**src/rtl/microwave_pkg.sv**
```systemverilog
// Shared types and constants for the microwave controller.
// Holds the FSM state enum, digit width, digit limits and a BCD helper.
package microwave_pkg;

   localparam int DIGIT_W    = 4;
   localparam int MAX_DIGITS = 3;
   localparam int BCD_MAX    = 9;
   localparam int CNT_W      = $clog2(MAX_DIGITS + 1);

   typedef enum logic [2:0] {
      IDLE  = 3'd0,
      ENTRY = 3'd1,
      COOK  = 3'd2,
      PAUSE = 3'd3,
      DONE  = 3'd4
   } mw_state_e;

   function automatic logic is_bcd(input logic [DIGIT_W-1:0] d);
      return d <= DIGIT_W'(BCD_MAX);
   endfunction

endpackage

```
**src/rtl/microwave_if.sv**
```systemverilog
// Keypad and countdown-timer bus of the microwave controller.
// master: controller side (keypad/timer_zero in, timer strobes out); slave: timer/keypad side.
interface microwave_if;
   import microwave_pkg::*;

   logic               keypad_valid;
   logic [DIGIT_W-1:0] keypad_digit;
   logic               timer_zero;
   logic               timer_load;
   logic [DIGIT_W-1:0] timer_digit;
   logic               timer_en;
   logic               timer_clr;

   modport master (
      input  keypad_valid, keypad_digit, timer_zero,
      output timer_load, timer_digit, timer_en, timer_clr
   );

   modport slave (
      output keypad_valid, keypad_digit, timer_zero,
      input  timer_load, timer_digit, timer_en, timer_clr
   );

endinterface

```
**src/rtl/microwave_controller_tick_gen.sv**
```systemverilog
// tick_gen: divide clk by TICK_DIV while en is high; registered one-cycle tick.
// Ports: clk, rst_n (async, active-low), restart (sync, count to 0), en, tick.
module tick_gen #(
   parameter int TICK_DIV = 100
) (
   input  logic clk,
   input  logic rst_n,
   input  logic restart,
   input  logic en,
   output logic tick
);
   localparam int W = $clog2(TICK_DIV);
   localparam logic [W-1:0] LAST = W'(TICK_DIV - 1);

   logic [W-1:0] cnt_q;

   always_ff @(posedge clk or negedge rst_n) begin
      if (!rst_n) begin
         cnt_q <= '0;
         tick  <= 1'b0;
      end else if (restart) begin
         cnt_q <= '0;
         tick  <= 1'b0;
      end else if (en) begin
         tick  <= (cnt_q == LAST);
         cnt_q <= (cnt_q == LAST) ? '0 : cnt_q + 1'b1;
      end else begin
         tick  <= 1'b0;
      end
   end

endmodule

```
**src/rtl/microwave_controller.sv**
```systemverilog
// Microwave oven controller: digit entry, cook/pause/done FSM, timer strobes.
// Ports: clk, clear (async active-low), bus (keypad/timer), start, stop,
// door_open, mag_on, beep, state. Optional beep: define MICROWAVE_BEEP_EN.
module microwave_controller
   import microwave_pkg::*;
#(
   parameter int TICK_DIV   = 100,
   parameter int BEEP_TICKS = 3
) (
   input  logic        clk,
   input  logic        clear,
   microwave_if.master bus,
   input  logic        start,
   input  logic        stop,
   input  logic        door_open,
   output logic        mag_on,
   output logic        beep,
   output logic [2:0]  state
);

   mw_state_e          state_q, state_n;
   logic [CNT_W-1:0]   cnt_q, cnt_n;
   logic               load_q, load_n;
   logic [DIGIT_W-1:0] digit_q, digit_n;
   logic               clr_q, clr_n;
   logic               mag_q;
   logic               digit_ok;
   logic               take;
   logic               done_end;
   logic               tick;

   assign digit_ok = bus.keypad_valid
                   && is_bcd(bus.keypad_digit)
                   && (cnt_q < CNT_W'(MAX_DIGITS));

   // Divider only runs while staying in COOK, so any exit
   // (including DONE) suppresses the pending timer_en.
   tick_gen #(.TICK_DIV(TICK_DIV)) u_tick (
      .clk     (clk),
      .rst_n   (clear),
      .restart (state_n != COOK),
      .en      (state_q == COOK),
      .tick    (tick)
   );

`ifdef MICROWAVE_BEEP_EN
   localparam int BEEP_LEN = BEEP_TICKS * TICK_DIV;
   localparam int BW       = $clog2(BEEP_LEN + 1);

   logic [BW-1:0] bcnt_q;
   logic          beep_q;

   always_ff @(posedge clk or negedge clear) begin
      if (!clear) begin
         bcnt_q <= '0;
         beep_q <= 1'b0;
      end else begin
         bcnt_q <= (state_q == DONE) ? bcnt_q + 1'b1 : '0;
         beep_q <= (state_n == DONE);
      end
   end

   assign done_end = (bcnt_q == BW'(BEEP_LEN - 1));
   assign beep     = beep_q;
`else
   assign done_end = 1'b1;
   assign beep     = 1'b0;
`endif

   always_comb begin
      state_n = state_q;
      cnt_n   = cnt_q;
      load_n  = 1'b0;
      digit_n = '0;
      clr_n   = 1'b0;
      take    = 1'b0;
      unique case (state_q)
         IDLE: begin
            take = digit_ok;
         end
         ENTRY: begin
            if (stop) begin
               clr_n   = 1'b1;
               cnt_n   = '0;
               state_n = IDLE;
            end else if (start && !door_open && !bus.timer_zero) begin
               state_n = COOK;
            end else begin
               take = digit_ok;
            end
         end
         COOK: begin
            if (bus.timer_zero) begin
               state_n = DONE;
            end else if (door_open || stop) begin
               state_n = PAUSE;
            end
         end
         PAUSE: begin
            if (stop) begin
               clr_n   = 1'b1;
               cnt_n   = '0;
               state_n = IDLE;
            end else if (start && !door_open) begin
               state_n = COOK;
            end
         end
         DONE: begin
            cnt_n = '0;
            if (done_end) begin
               state_n = IDLE;
            end
         end
         default: begin
            state_n = IDLE;
         end
      endcase
      if (take) begin
         load_n  = 1'b1;
         digit_n = bus.keypad_digit;
         cnt_n   = cnt_q + 1'b1;
         state_n = ENTRY;
      end
   end

   always_ff @(posedge clk or negedge clear) begin
      if (!clear) begin
         state_q <= IDLE;
         cnt_q   <= '0;
         load_q  <= 1'b0;
         digit_q <= '0;
         clr_q   <= 1'b0;
         mag_q   <= 1'b0;
      end else begin
         state_q <= state_n;
         cnt_q   <= cnt_n;
         load_q  <= load_n;
         digit_q <= digit_n;
         clr_q   <= clr_n;
         mag_q   <= (state_n == COOK);
      end
   end

   assign state           = state_q;
   assign mag_on          = mag_q;
   assign bus.timer_load  = load_q;
   assign bus.timer_digit = digit_q;
   assign bus.timer_clr   = clr_q;
   assign bus.timer_en    = tick;

endmodule

```
**src/flat_wrapper.sv**
```systemverilog
// flat-port wrapper written by rule: the top's interface ports become plain ports
module microwave_controller_flat import microwave_pkg::*;
#(
   parameter int TICK_DIV   = 100,
   parameter int BEEP_TICKS = 3
)
  (clk, clear, start, stop, door_open, mag_on, beep, state, bus_keypad_valid, bus_keypad_digit, bus_timer_zero, bus_timer_load, bus_timer_digit, bus_timer_en, bus_timer_clr);
  microwave_if bus_i ();
  input  logic clk;
  input  logic clear;
  input  logic start;
  input  logic stop;
  input  logic door_open;
  output logic mag_on;
  output logic beep;
  output logic [2:0] state;
  input wire logic [$bits(bus_i.keypad_valid)-1:0] bus_keypad_valid;
  input wire logic [$bits(bus_i.keypad_digit)-1:0] bus_keypad_digit;
  input wire logic [$bits(bus_i.timer_zero)-1:0] bus_timer_zero;
  output wire logic [$bits(bus_i.timer_load)-1:0] bus_timer_load;
  output wire logic [$bits(bus_i.timer_digit)-1:0] bus_timer_digit;
  output wire logic [$bits(bus_i.timer_en)-1:0] bus_timer_en;
  output wire logic [$bits(bus_i.timer_clr)-1:0] bus_timer_clr;
  assign bus_i.keypad_valid = bus_keypad_valid;
  assign bus_i.keypad_digit = bus_keypad_digit;
  assign bus_i.timer_zero = bus_timer_zero;
  assign bus_timer_load = bus_i.timer_load;
  assign bus_timer_digit = bus_i.timer_digit;
  assign bus_timer_en = bus_i.timer_en;
  assign bus_timer_clr = bus_i.timer_clr;
  microwave_controller #(.TICK_DIV(TICK_DIV), .BEEP_TICKS(BEEP_TICKS)) u_core (.clk(clk), .clear(clear), .bus(bus_i), .start(start), .stop(stop), .door_open(door_open), .mag_on(mag_on), .beep(beep), .state(state));
endmodule
```
**config.mk**
```make
export PLATFORM = sky130hd
export DESIGN_NAME = microwave_controller_flat
export DESIGN_NICKNAME = d
export VERILOG_FILES = /design/src/rtl/microwave_pkg.sv /design/src/rtl/microwave_if.sv /design/src/rtl/microwave_controller_tick_gen.sv /design/src/rtl/microwave_controller.sv /design/src/flat_wrapper.sv
export SDC_FILE = /design/constraint.sdc
export NUM_CORES = 1
export LEC_CHECK = 0
export ABC_CLOCK_PERIOD_IN_PS = 2100
export CORE_MARGIN = 4
export CORE_UTILIZATION = 35
export DETAILED_ROUTE_END_ITERATION = 8
export DONT_BUFFER_PORTS = 1
export SLEW_MARGIN = 40
export SYNTH_ARGS = -nofsm -noshare
export SYNTH_HDL_FRONTEND = slang
export SYNTH_HIERARCHICAL = 1
export SYNTH_SLANG_ARGS = --single-unit
export TNS_END_PERCENT = 30
```
**constraint.sdc**
```tcl
create_clock -name clk -period 2.1 [get_ports clk]
set_clock_uncertainty 0.1 [all_clocks]
set_input_delay 0.63 -clock clk [delete_from_list [all_inputs] [get_ports clk]]
set_output_delay 0.63 -clock clk [all_outputs]
set_load 0.01 [all_outputs]
```
Word-level counts from Yosys, hierarchy flattened
Cells that the tools add are included.
- flip-flop bits (word level): 20
- memory bits (writable): 0
- bits in latches: 0
- memories: 0
- bits in read-only memories: 0
- equal/unequal tests: 8
- reductions and logical operators: 12
- order comparisons: 2
- multipliers: 0
- multiplexer cells: 23
- $add $sub $neg: 2
- bitwise gates (word level): 0
- divide/modulo/power cells: 0
- shift-type cells: 0
- operators by type and width (cell ; count):
    3-bit two-way mux ; 7
    7-bit two-way mux ; 3
    3-bit one-hot mux with 4 select lines ; 1
    3-bit by 2-bit == test with 1-bit output, second input constant ; 3
    7-bit by 1-bit adder with 7-bit output, second input constant ; 1
    7-bit == test, second input constant ; 1
    1-bit two-way mux ; 7
    4-bit less-or-equal comparator, second input constant ; 1
    1-bit logical AND ; 4
    2-bit two-way mux ; 2
    4-bit two-way mux ; 1
    2-bit one-hot mux with 2 select lines ; 1
    3-bit by 1-bit == test with 1-bit output, second input constant ; 1
    3-bit == test, second input constant ; 1
    3-bit zero test ; 1
    3-bit by 1-bit != test with 1-bit output, second input constant ; 1
    3-bit by 2-bit != test with 1-bit output, second input constant ; 1
    3-bit nonzero test ; 1
    2-bit by 1-bit adder with 2-bit output, second input constant ; 1
    1-bit zero test ; 2
    2-bit < comparator, second input constant ; 1
    1-bit one-hot mux with 2 select lines ; 1
    2-bit AND reduction ; 1
    2-bit nonzero test ; 1
    2 further kinds ; 2

Longest topological paths before layout
Gate-level depths: netlist of run 1.
- depth in word-level cells: 9
- gate-level depth with buffers: 7
- mapped depth without buffers: 6

Cells and area by module
The synthesis of run 1 kept the hierarchy.
- modules (own cells, without submodules) (module ; sequential area each (um^2) ; area each (um^2) ; times used ; cells each):
    microwave_controller ; 300.3 ; 569.3 ; 1 ; 49
    tick_gen ; 200.2 ; 450.4 ; 1 ; 43

Worst setup path after synthesis of run 1
Ideal clock, no wire load.
- kind: in2reg
- start point: input stop
- end point: register u_core.u_tick.cnt_q[5]
- setup slack: -0.091 ns
- arrival: 1.998 ns
- required time: 1.906 ns
- cell stages on the path: 7
- setup time: 0.094 ns
- cells stage by stage: and2b_1 > a211o_1 > o211ai_1 > buf_4 > o211ai_1 > or3_1 > a221oi_2
- word-level cells in the longest chain between the ends: 7
- elaborated cells between the ends (all ways): 12
- ends and longest elaborated chain (item ; RTL line ; text):
    start: declaration ; flat_wrapper.sv:12 ; input logic stop;
    1-bit logical OR ; microwave_controller.sv:95 ; end else if (door_open || stop) begin
    3-bit two-way mux ; microwave_controller.sv:95 ;
    3-bit two-way mux ; microwave_controller.sv:93 ; if (bus.timer_zero) begin
    3-bit one-hot mux with 4 select lines ; microwave_controller.sv:77 ; unique case (state_q)
    3-bit two-way mux (*) ; microwave_controller.sv:118 ; if (take) begin
    3-bit by 2-bit != test with 1-bit output (*) ; microwave_controller.sv:41 ; .restart (state_n != COOK),
    7-bit two-way mux / 2-bit nonzero test (equally long branches) ; n/a ;
    end signal: assignment ; microwave_controller_tick_gen.sv:26 ; cnt_q <= (cnt_q == LAST) ? '0 : cnt_q + 1'b1;
    end: declaration ; microwave_controller_tick_gen.sv:15 ; logic [W-1:0] cnt_q;
Every way passes the cells marked *; elsewhere a longest branch is shown, timed or not.
A chain may end at the register's enable or synchronous reset.

Final worst setup path of run 1
- start point: register u_core.state_q[0], in the netlist u_core/state[0]
- end point: register u_core.u_tick.cnt_q[5]
- word-level cells in the longest chain between the ends: 6
- elaborated cells between the ends (all ways): 16
- ends and longest elaborated chain (item ; RTL line ; text):
    start: declaration ; microwave_controller.sv:21 ; mw_state_e state_q, state_n;
    start signal: assignment ; microwave_controller.sv:135 ; state_q <= state_n;
    3-bit two-way mux (on tied branches) ; microwave_controller.sv:104, microwave_controller.sv:86, microwave_controller.sv:95 ;
    3-bit two-way mux (on tied branches) ; microwave_controller.sv:100, microwave_controller.sv:82, microwave_controller.sv:93 ;
    3-bit one-hot mux with 4 select lines ; microwave_controller.sv:77 ;
    3-bit two-way mux ; microwave_controller.sv:118 ;
    3-bit by 2-bit != test with 1-bit output ; microwave_controller.sv:41 ;
    7-bit two-way mux / 2-bit nonzero test (equally long branches) ; n/a ;
Parallel ways exist; a longest one is shown, timed or not.

==> results of run 1 <==
## metal layers
layer / global-route usage (%) / wire length [um] / vias to the layer above
li1: - / - / 355
met1: 16.8 / 962 / 347
met2: 17.3 / 943 / 16
met3: 2.69 / 77 / 2
met4: 3.64 / 16 / 0
met5: 0 / 0 / -
## sequential cells by signal, summed over array words and instances (netlist names)
name / cells
u_core/bus.timer_clr: 1
u_core/bus.timer_digit: 4
u_core/bus.timer_load: 1
u_core/cnt_q: 2
u_core/mag_on: 1
u_core/state: 3
u_core/u_tick/cnt_q: 7
u_core/u_tick/tick: 1
## Yosys cell counts, types with 2 or more instances
| library cell | count |
|---|---|
| and2_1 | 5 |
| mux2i_1 | 2 |
| nand4_1 | 3 |
| nand2b_1 | 3 |
| nor3b_1 | 2 |
| a21oi_1 | 4 |
| dfrtp_1 | 20 |
| ha_1 | 2 |
| buf_4 | 2 |
| o21ai_0 | 2 |
| nor2_1 | 4 |
| inv_1 | 2 |
| xor2_1 | 2 |
| nand3_1 | 2 |
| nand2_1 | 2 |
| o211ai_1 | 5 |
| and3b_1 | 2 |
| nor2b_1 | 3 |
## per-stage QoR
step	cells	worst slack, ns
after floorplan	92	-0.0485
after global placement	128	0.0361
after detailed placement	128	-0.00835
after CTS	133	0.0986
after global routing	133	0.00849
final	133	0.122
## cell type report
| cell class | count | area [um2] |
|---|---|---|
| clock buffer | 3 | 22.5 |
| clock inverter | 1 | 30.0 |
| fill | 262 | 1620 |
| inverter | 3 | 11.3 |
| multi-input combinational | 66 | 489 |
| sequential | 20 | 502 |
| tap | 31 | 38.8 |
| timing repair buffer | 9 | 65.1 |
## worst max-delay path, cell delays in order (launching register included)
cell	delay [ns]
dfrtp_2	0.48
and3b_1	0.19
a211o_1	0.30
o211ai_1	0.12
o211ai_1	0.12
or3_1	0.37
a221oi_2	0.21
## cell families (layout without fill, tap and decap cells)
family / count (synthesis) / count (layout) / synth area share, %
other: 1 / 1 / 0.368
muxes: 2 / 2 / 1.96
adders and majority gates: 2 / 2 / 2.45
DFF: 20 / 20 / 49.1
xor gates and xnor gates: 2 / 2 / 1.72
AOI/OAI and AO/OA: 21 / 21 / 16.4
buffers and inverters: 6 / 16 / 2.94
and+or+nand+nor: 38 / 38 / 25.0
## what timing repair did
| item | in CTS | in global routing |
|---|---|---|
| hold buffers | 1 | 0 |
| endpoints found under the hold margin | 20 | 0 |
| resized for setup | 0 | 1 |
| endpoints found under the setup margin | 0 | 2 |
## how the worst min path moves through the flow
stage                        startpoint                   endpoint  slack [ns]  cells past startpoint
CTS                 bus_keypad_digit[2]  u_core/bus.timer_digit[2]        0.34                      1
floorplan                         clear       u_core/bus.timer_clr        0.23                      0
global route                      clear         u_core/u_tick/tick        0.18                      1
detailed placement                clear     u_core/u_tick/cnt_q[4]        0.24                      0
global placement                  clear     u_core/u_tick/cnt_q[4]        0.24                      0
finish                            clear     u_core/u_tick/cnt_q[1]        0.15                      1
## power breakdown
group / switching [uW] / leakage [uW] / total, uW / internal [uW]
clock: 120 / 0.0000279 / 313 / 193
sequential: 45.1 / 0.000270 / 474 / 429
combinational: 91.1 / 0.000222 / 179 / 87.6
==> impl_metrics.env, run 1 <==
export IMPL_outcome="complete, no violations"
export IMPL_hold_viol=0
export IMPL_yosysSeqAreaShare_pct=49.1
export IMPL_core_area_mm2=0.00278
export IMPL_hp_class="in2async"
export IMPL_hold_slack_ns=0.152
export IMPL_ys_types=43
export IMPL_total_power_uw=966
export IMPL_cts_buffers=3
export IMPL_power_per_cell_area_mw_per_mm2=833
export IMPL_syn2layout_area_growth_pct=13.6
export IMPL_clkLatencyLatePin_ns=0.30
export IMPL_grt_overflow_total=0
export IMPL_drc=0
export IMPL_synthCells=92
export IMPL_layout_common_cells="19 x dfrtp_1, 8 x buf_4, 5 x and2_1, 5 x o211ai_1"
export IMPL_avgSynthCellArea_um2=11.1
export IMPL_path_max_fanout=9
export IMPL_timing_setup_tns_ns=0
export IMPL_gr_usage_all_layers_pct=11.7
export IMPL_cts_htree_levels=1
export IMPL_yosys_top_cells_area="dfrtp_1 49%, o211ai_1 3.7%, and2_1 3.1%"
export IMPL_period_share_pct=94.2
export IMPL_port_buffers=0
export IMPL_drtIter0Drc=35
export IMPL_cts_tree="done"
export IMPL_cts_root_buf="clkbuf_4"
export IMPL_rr_startpoint="u_core/state[0]"
export IMPL_layout_nets=116
export IMPL_gp_congestion=0.765
export IMPL_setup_viol=0
export IMPL_yosys_warnings=6
export IMPL_path_clk_slew_ns=0.12
export IMPL_post_route_min_period_ns=1.98
export IMPL_rsz0062_at_grt="false"
export IMPL_cts_sinks=20
export IMPL_r2r_slack_ns=0.12
export IMPL_cp_data_required_time_ns=2.22
export IMPL_syn_num_nets=105
export IMPL_ys_ff_latch=20
export IMPL_post_cts_buffers=0
export IMPL_grt_pass1_vias=729
export IMPL_final_common_cell="dfrtp_1"
export IMPL_cts_path_max_buffers=2
export IMPL_grt_pass1_wl_mm=3.39
export IMPL_synth_area_mm2=0.00102
export IMPL_antenna_found_initial=0
export IMPL_start_kind="register"
export IMPL_vias_per_cell=5.41
export IMPL_ioPinCount=23
export IMPL_die_area_mm2=0.00384
export IMPL_crit_start="u_core/state[0]"
export IMPL_rows=19
export IMPL_crit_end="u_core/u_tick/cnt_q[5]"
export IMPL_dpl_hpwl_mm=1.48
export IMPL_maxSlewViolCount=0
export IMPL_leakage_uw=0.000520
export IMPL_insertedDiodeCount=0
export IMPL_num_vias=720
export IMPL_async_flop_share_pct=100
export IMPL_fin_area_mm2=0.00116
export IMPL_avgRoutedWirePerCell_um=15.0
export IMPL_fp_dieH_um=62.0
export IMPL_final_antenna_net_count=0
export IMPL_fmax_ghz=0.506
export IMPL_postPlaceCellArea_mm2=0.00110
export IMPL_dominantRegCellSynth="dfrtp_1"
export IMPL_yosysTopAreaCell="dfrtp_1"
export IMPL_first_pass_iters=2
export IMPL_drive_gt1_share_pct=23.5
export IMPL_routed_wl_mm=2.00
export IMPL_grt_max_degree=21
export IMPL_maxCapViolations=0
export IMPL_irDropWorstVdd_mv=0.526
export IMPL_start_util_pct=36.7
export IMPL_arrival_ns=2.09
export IMPL_critical_path_class="reg2reg"
export IMPL_synth_top_cell_area_share_pct=49.1
export IMPL_reg2reg_depth=6
export IMPL_die_width_um=62.0
export IMPL_synth_edf_count=0
export IMPL_timing_rr_end="u_core/u_tick/cnt_q[5]"
export IMPL_cp_end_kind="register"
export IMPL_fin_util_pct=41.7
Note: power is estimated with default switching activity, not from simulation.
==> inputs of run 2 (changes only) <==
--- a/config.mk
+++ b/config.mk
@@ -6,7 +6,7 @@
 export NUM_CORES = 1
 export LEC_CHECK = 0
 export ABC_CLOCK_PERIOD_IN_PS = 2100
-export CORE_MARGIN = 4
+export CORE_MARGIN = 2
 export CORE_UTILIZATION = 35
 export DETAILED_ROUTE_END_ITERATION = 8
 export DONT_BUFFER_PORTS = 1
==> run 2 against run 1 <==
Effect of this change: critical path depth did not move; non-clock buffer count rose by 1; count of clock-buffer cells in the layout rose by 1; sequential share of layout area rose by 0.33 points; worst hold slack improved by 0.0083 ns; largest cell class unchanged; highest routed layer is now met3.
==> impl_metrics.env, run 2 (synthesis gave the netlist of run 1 again) <==
export IMPL_outcome="complete, no violations"
export IMPL_critical_path_class="reg2reg"
export IMPL_fp_dieH_um=58.0
export IMPL_cts_buffers=3
export IMPL_fin_util_pct=41.7
export IMPL_gp_congestion=0.754
export IMPL_cts_path_max_buffers=2
export IMPL_start_kind="register"
export IMPL_hold_viol=0
export IMPL_leakage_uw=0.000519
export IMPL_largest_register="u_core/u_tick/cnt_q"
export IMPL_rsz0062_at_grt="false"
export IMPL_grt_pass1_wl_mm=3.42
export IMPL_switching_power_uw=251
export IMPL_post_cts_buffers=0
export IMPL_dpl_hpwl_mm=1.48
export IMPL_largest_register_ffs=7
export IMPL_power_frac_comb_pct=20.9
export IMPL_setup_viol=0
export IMPL_fillerInstances=284
export IMPL_syn2layout_area_growth_pct=12.8
export IMPL_maxCapViolations=0
export IMPL_ioPinCount=23
export IMPL_die_area_mm2=0.00336
export IMPL_period_share_pct=92.9
export IMPL_arrival_ns=2.07
export IMPL_rows=19
export IMPL_final_antenna_net_count=0
export IMPL_hold_slack_ns=0.160
export IMPL_postPlaceCellArea_mm2=0.00111
export IMPL_power_per_cell_area_mw_per_mm2=762
export IMPL_total_power_uw=877
export IMPL_cts_root_buf="clkbuf_4"
export IMPL_drtIter0Drc=36
export IMPL_setup_slack_ns=0.149
export IMPL_port_buffers=0
export IMPL_maxSlewViolCount=0
export IMPL_vias_per_cell=5.44
export IMPL_drive_gt1_share_pct=24.3
export IMPL_avgRoutedWirePerCell_um=14.8
export IMPL_grt_max_degree=21
export IMPL_num_vias=729
export IMPL_clkLatencyLatePin_ns=0.29
export IMPL_grt_overflow_total=0
export IMPL_fmax_ghz=0.513
export IMPL_internal_power_uw=625
export IMPL_layout_nets=117
export IMPL_irDropWorstVdd_mv=0.589
export IMPL_hp_class="in2async"
export IMPL_cts_tree="done"
export IMPL_drc=0
export IMPL_final_common_cell="dfrtp_1"
export IMPL_insertedDiodeCount=0
export IMPL_cts_htree_levels=1
export IMPL_cts_sinks=20
export IMPL_sw_frac_of_total_pct=28.7
export IMPL_die_width_um=58.0
export IMPL_fin_area_mm2=0.00115
export IMPL_cp_end_kind="register"
export IMPL_p_seq_share_pct=53.9
export IMPL_place_ws_ns=-0.00190
export IMPL_cp_data_required_time_ns=2.21
export IMPL_grt_pass1_vias=751
export IMPL_start_util_pct=37.0
export IMPL_routed_wl_mm=1.99
export IMPL_first_pass_iters=4
export IMPL_layout_common_cells="19 x dfrtp_1, 9 x buf_4, 5 x and2_1, 5 x o211ai_1"
export IMPL_path_max_fanout=9
export IMPL_antenna_found_initial=0
export IMPL_post_route_min_period_ns=1.95
export IMPL_path_clk_slew_ns=0.11
export IMPL_core_area_mm2=0.00276
export IMPL_clkPwrFrac_pct=25.2
export IMPL_gr_usage_all_layers_pct=13.3
-- run 2: critical path, cell delays in order (launching register included) --
cell      delay, ns
dfrtp_2        0.47
and3b_1        0.20
a211o_1        0.30
o211ai_1       0.11
o211ai_1       0.12
or3_1          0.37
a221oi_2       0.20
-- run 2: final cells by class --
type	count	area [um2]	area share, %
clock buffers	4	36.3	3.16
inverters	3	11.3	0.979
multi-input cells	66	489	42.5
flip-flops and latches	20	502	43.6
well taps	31	38.8	3.37
repair buffers	10	72.6	6.31
-- run 2: power groups by stage --
stage / sequential, uW / clock, uW / combinational [uW]
final: 473 / 221 / 183
after detailed placement: 480 / 0 / 177
after floorplan: 475 / 0 / 115
after global placement: 479 / 0 / 168
after global routing: 480 / 250 / 209
after CTS: 473 / 230 / 186
-- run 2: timing repair --
action / CTS / global route
hold endpoints to repair: 20 / 0
setup endpoints to repair: 0 / 1
resized for setup: 0 / 1
hold buffers: 1 / 0
-- run 2: per-stage QoR --
step                instances  TNS (ns)
global route              134         0
global placement          129         0
CTS                       134         0
detailed placement        129  -0.00190
floorplan                  92   -0.0485
finish                    134         0
-- run 2: worst paths after layout --
check | to | slack (ns) | depth (start not counted) | from
hold reg to reg | u_core/cnt_q[0] | 0.41 | 1 | u_core/cnt_q[0]
hold / removal | u_core/u_tick/tick | 0.16 | 1 | clear
setup / recovery | u_core/u_tick/cnt_q[5] | 0.15 | 6 | u_core/state[0]
setup reg to reg | u_core/u_tick/cnt_q[5] | 0.15 | 6 | u_core/state[0]
max in group asynchronous | u_core/state[0] | 1.41 | 1 | clear
min in group clk | u_core/bus.timer_digit[3] | 0.36 | 1 | bus_keypad_digit[3]
-- run 2: per-layer routing --
layer | wire (um) | up-vias | global-route usage [%]
met5 | 0 | - | 0
met4 | 0 | 0 | 2.99
met3 | 81 | 0 | 4.46
met2 | 1020 | 15 | 21.9
met1 | 890 | 357 | 17.1
li1 | - | 357 | -
==> inputs of run 3 (changes only) <==
--- a/config.mk
+++ b/config.mk
@@ -7,7 +7,8 @@
 export LEC_CHECK = 0
 export ABC_CLOCK_PERIOD_IN_PS = 2100
 export CORE_MARGIN = 2
-export CORE_UTILIZATION = 35
+export CORE_UTILIZATION = 45
+export CTS_CLUSTER_DIAMETER = 200
 export DETAILED_ROUTE_END_ITERATION = 8
 export DONT_BUFFER_PORTS = 1
 export SLEW_MARGIN = 40
==> run 3 against run 2 <==
Effect of this change: register-to-register slack lost 0.02 ns; critical path type unchanged; highest routed layer is now met4; non-clock buffer count grew 1; sequential share of layout area shrank 1.2 points; global-route usage is 2.5 points higher; total power up 11%; setup slack got worse by 0.025 ns; routed wire length decreased by 1.4%; largest cell class unchanged; final cell count decreased by 1.5%; critical endpoint unchanged.
==> impl_metrics.env, run 3 (synthesis gave the netlist of run 1 again) <==
export IMPL_cp_data_required_time_ns=2.21
export IMPL_fin_cells=132
export IMPL_hp_class="in2async"
export IMPL_power_per_cell_area_mw_per_mm2=826
export IMPL_dpl_hpwl_mm=1.38
export IMPL_cts_buffers=3
export IMPL_maxSlewViolCount=0
export IMPL_path_clk_slew_ns=0.11
export IMPL_final_common_cell="dfrtp_1"
export IMPL_drc=0
export IMPL_arrival_ns=2.09
export IMPL_antenna_found_initial=0
export IMPL_fillerInstances=206
export IMPL_layout_common_cells="19 x dfrtp_1, 10 x buf_4, 5 x and2_1, 5 x o211ai_1"
export IMPL_period_share_pct=94.1
export IMPL_drtIter0Drc=10
export IMPL_fp_dieH_um=51.6
export IMPL_grt_pass1_vias=765
export IMPL_avgRoutedWirePerCell_um=14.8
export IMPL_ff_latch_area_um2=502
export IMPL_cp_slowest_cell="dfrtp_2"
export IMPL_start_util_pct=47.0
export IMPL_outcome="complete, no violations"
export IMPL_cp_end_kind="register"
export IMPL_start_kind="register"
export IMPL_hold_viol=0
export IMPL_largest_register_ffs=7
export IMPL_maxCapViolations=0
export IMPL_multi_input_area_um2=502
export IMPL_grt_max_degree=21
export IMPL_insertedDiodeCount=0
export IMPL_gp_congestion=0.755
export IMPL_ioPinCount=23
export IMPL_layout_nets=118
export IMPL_path_cells="and3b_1 -> a211o_1 -> o211ai_1 -> o211ai_1 -> or3_1 -> a221oi_2"
export IMPL_slowest_delay_ns=0.45
export IMPL_clkLatencyLatePin_ns=0.29
export IMPL_leakage_uw=0.000535
export IMPL_total_power_uw=977
export IMPL_grt_pass1_wl_mm=3.15
export IMPL_critical_path_buf_inv_count=0
export IMPL_fin_util_pct=54.5
export IMPL_drive_gt1_share_pct=26.9
export IMPL_fmax_ghz=0.506
export IMPL_irDropWorstVdd_mv=0.483
export IMPL_vias_per_cell=5.74
export IMPL_cpMostUsedCell="o211ai_1"
export IMPL_die_area_mm2=0.00266
export IMPL_grt_overflow_total=0
export IMPL_cts_htree_levels=1
export IMPL_cts_tree="done"
export IMPL_final_antenna_net_count=0
export IMPL_gr_usage_all_layers_pct=15.8
export IMPL_port_buffers=0
export IMPL_cts_root_buf="clkbuf_4"
export IMPL_routed_wl_mm=1.96
export IMPL_critical_path_class="reg2reg"
export IMPL_num_vias=758
export IMPL_post_route_min_period_ns=1.98
export IMPL_setup_viol=0
export IMPL_first_pass_iters=2
export IMPL_dpl_cell_count=126
export IMPL_syn2layout_area_growth_pct=16.0
export IMPL_cts_sinks=20
export IMPL_rows=17
export IMPL_cpLargestDelayFamily="compound AO/OA/AOI/OAI gates"
export IMPL_largest_register="u_core/u_tick/cnt_q"
export IMPL_cts_path_max_buffers=2
export IMPL_path_max_fanout=6
export IMPL_die_width_um=51.6
export IMPL_core_area_mm2=0.00217
-- run 3: cell type report --
cell class / count / share of cell area (%)
clock inverters: 1 / 2.54
multi-input cells: 66 / 42.4
repair buffers: 11 / 6.77
inverters: 3 / 0.952
clock buffers: 3 / 1.90
well taps: 28 / 2.96
flip-flops and latches: 20 / 42.4
-- run 3: report_power, final --
group | leakage (uW) | switching [uW] | total, uW | internal, uW
Sequential | 0.000270 | 38.6 | 467 | 429
Combinational | 0.000237 | 96.6 | 199 | 102
Clock | 0.0000279 | 118 | 311 | 193
-- run 3: worst paths after layout --
| path | slack (ns) | cells after the start | endpoint | startpoint |
|---|---|---|---|---|
| worst min register to register | 0.43 | 1 | u_core/cnt_q[0] | u_core/cnt_q[0] |
| max in group asynchronous | 1.41 | 1 | u_core/state[0] | clear |
| worst max-delay path | 0.12 | 6 | u_core/u_tick/cnt_q[5] | u_core/state[0] |
| worst min-delay path | 0.16 | 1 | u_core/bus.timer_digit[0] | clear |
| worst max register to register | 0.12 | 6 | u_core/u_tick/cnt_q[5] | u_core/state[0] |
| min in group clk | 0.34 | 2 | u_core/state[2] | bus_timer_zero |
-- run 3: stage by stage --
step / hold slack (ns) / worst slack, ns / TNS, ns / area [um2]
6_report: 0.160 / 0.124 / 0 / 1180
3_3_place_gp: 0.235 / 0.0411 / 0 / 1100
4_1_cts: 0.341 / 0.0778 / 0 / 1170
3_5_place_dp: 0.235 / 0.00139 / 0 / 1100
2_1_floorplan: 0.234 / -0.0485 / -0.0485 / 1020
5_1_grt: 0.183 / -0.0196 / -0.0196 / 1180
-- run 3: metal layers --
metal	routed length, um	global-route usage (%)	vias up
met2	989	26.3	13
met1	892	19.6	382
met5	0	0	-
li1	-	-	361
met3	62	2.87	2
met4	16	7.89	0
-- run 3: timing repair --
| item | CTS | global route |
|---|---|---|
| hold buffers | 1 | 0 |
| endpoints found under the setup margin | 0 | 2 |
| setup buffers | 0 | 1 |
| hold endpoints to repair | 20 | 0 |
| resized for setup | 0 | 5 |
-- run 3: worst reg2reg max path, delay by kind of cell (launching register included) --
kind	cells	cell delay [ns]
AOI/OAI and AO/OA	4	0.78
and+or+nand+nor	2	0.57
DFF	1	0.45
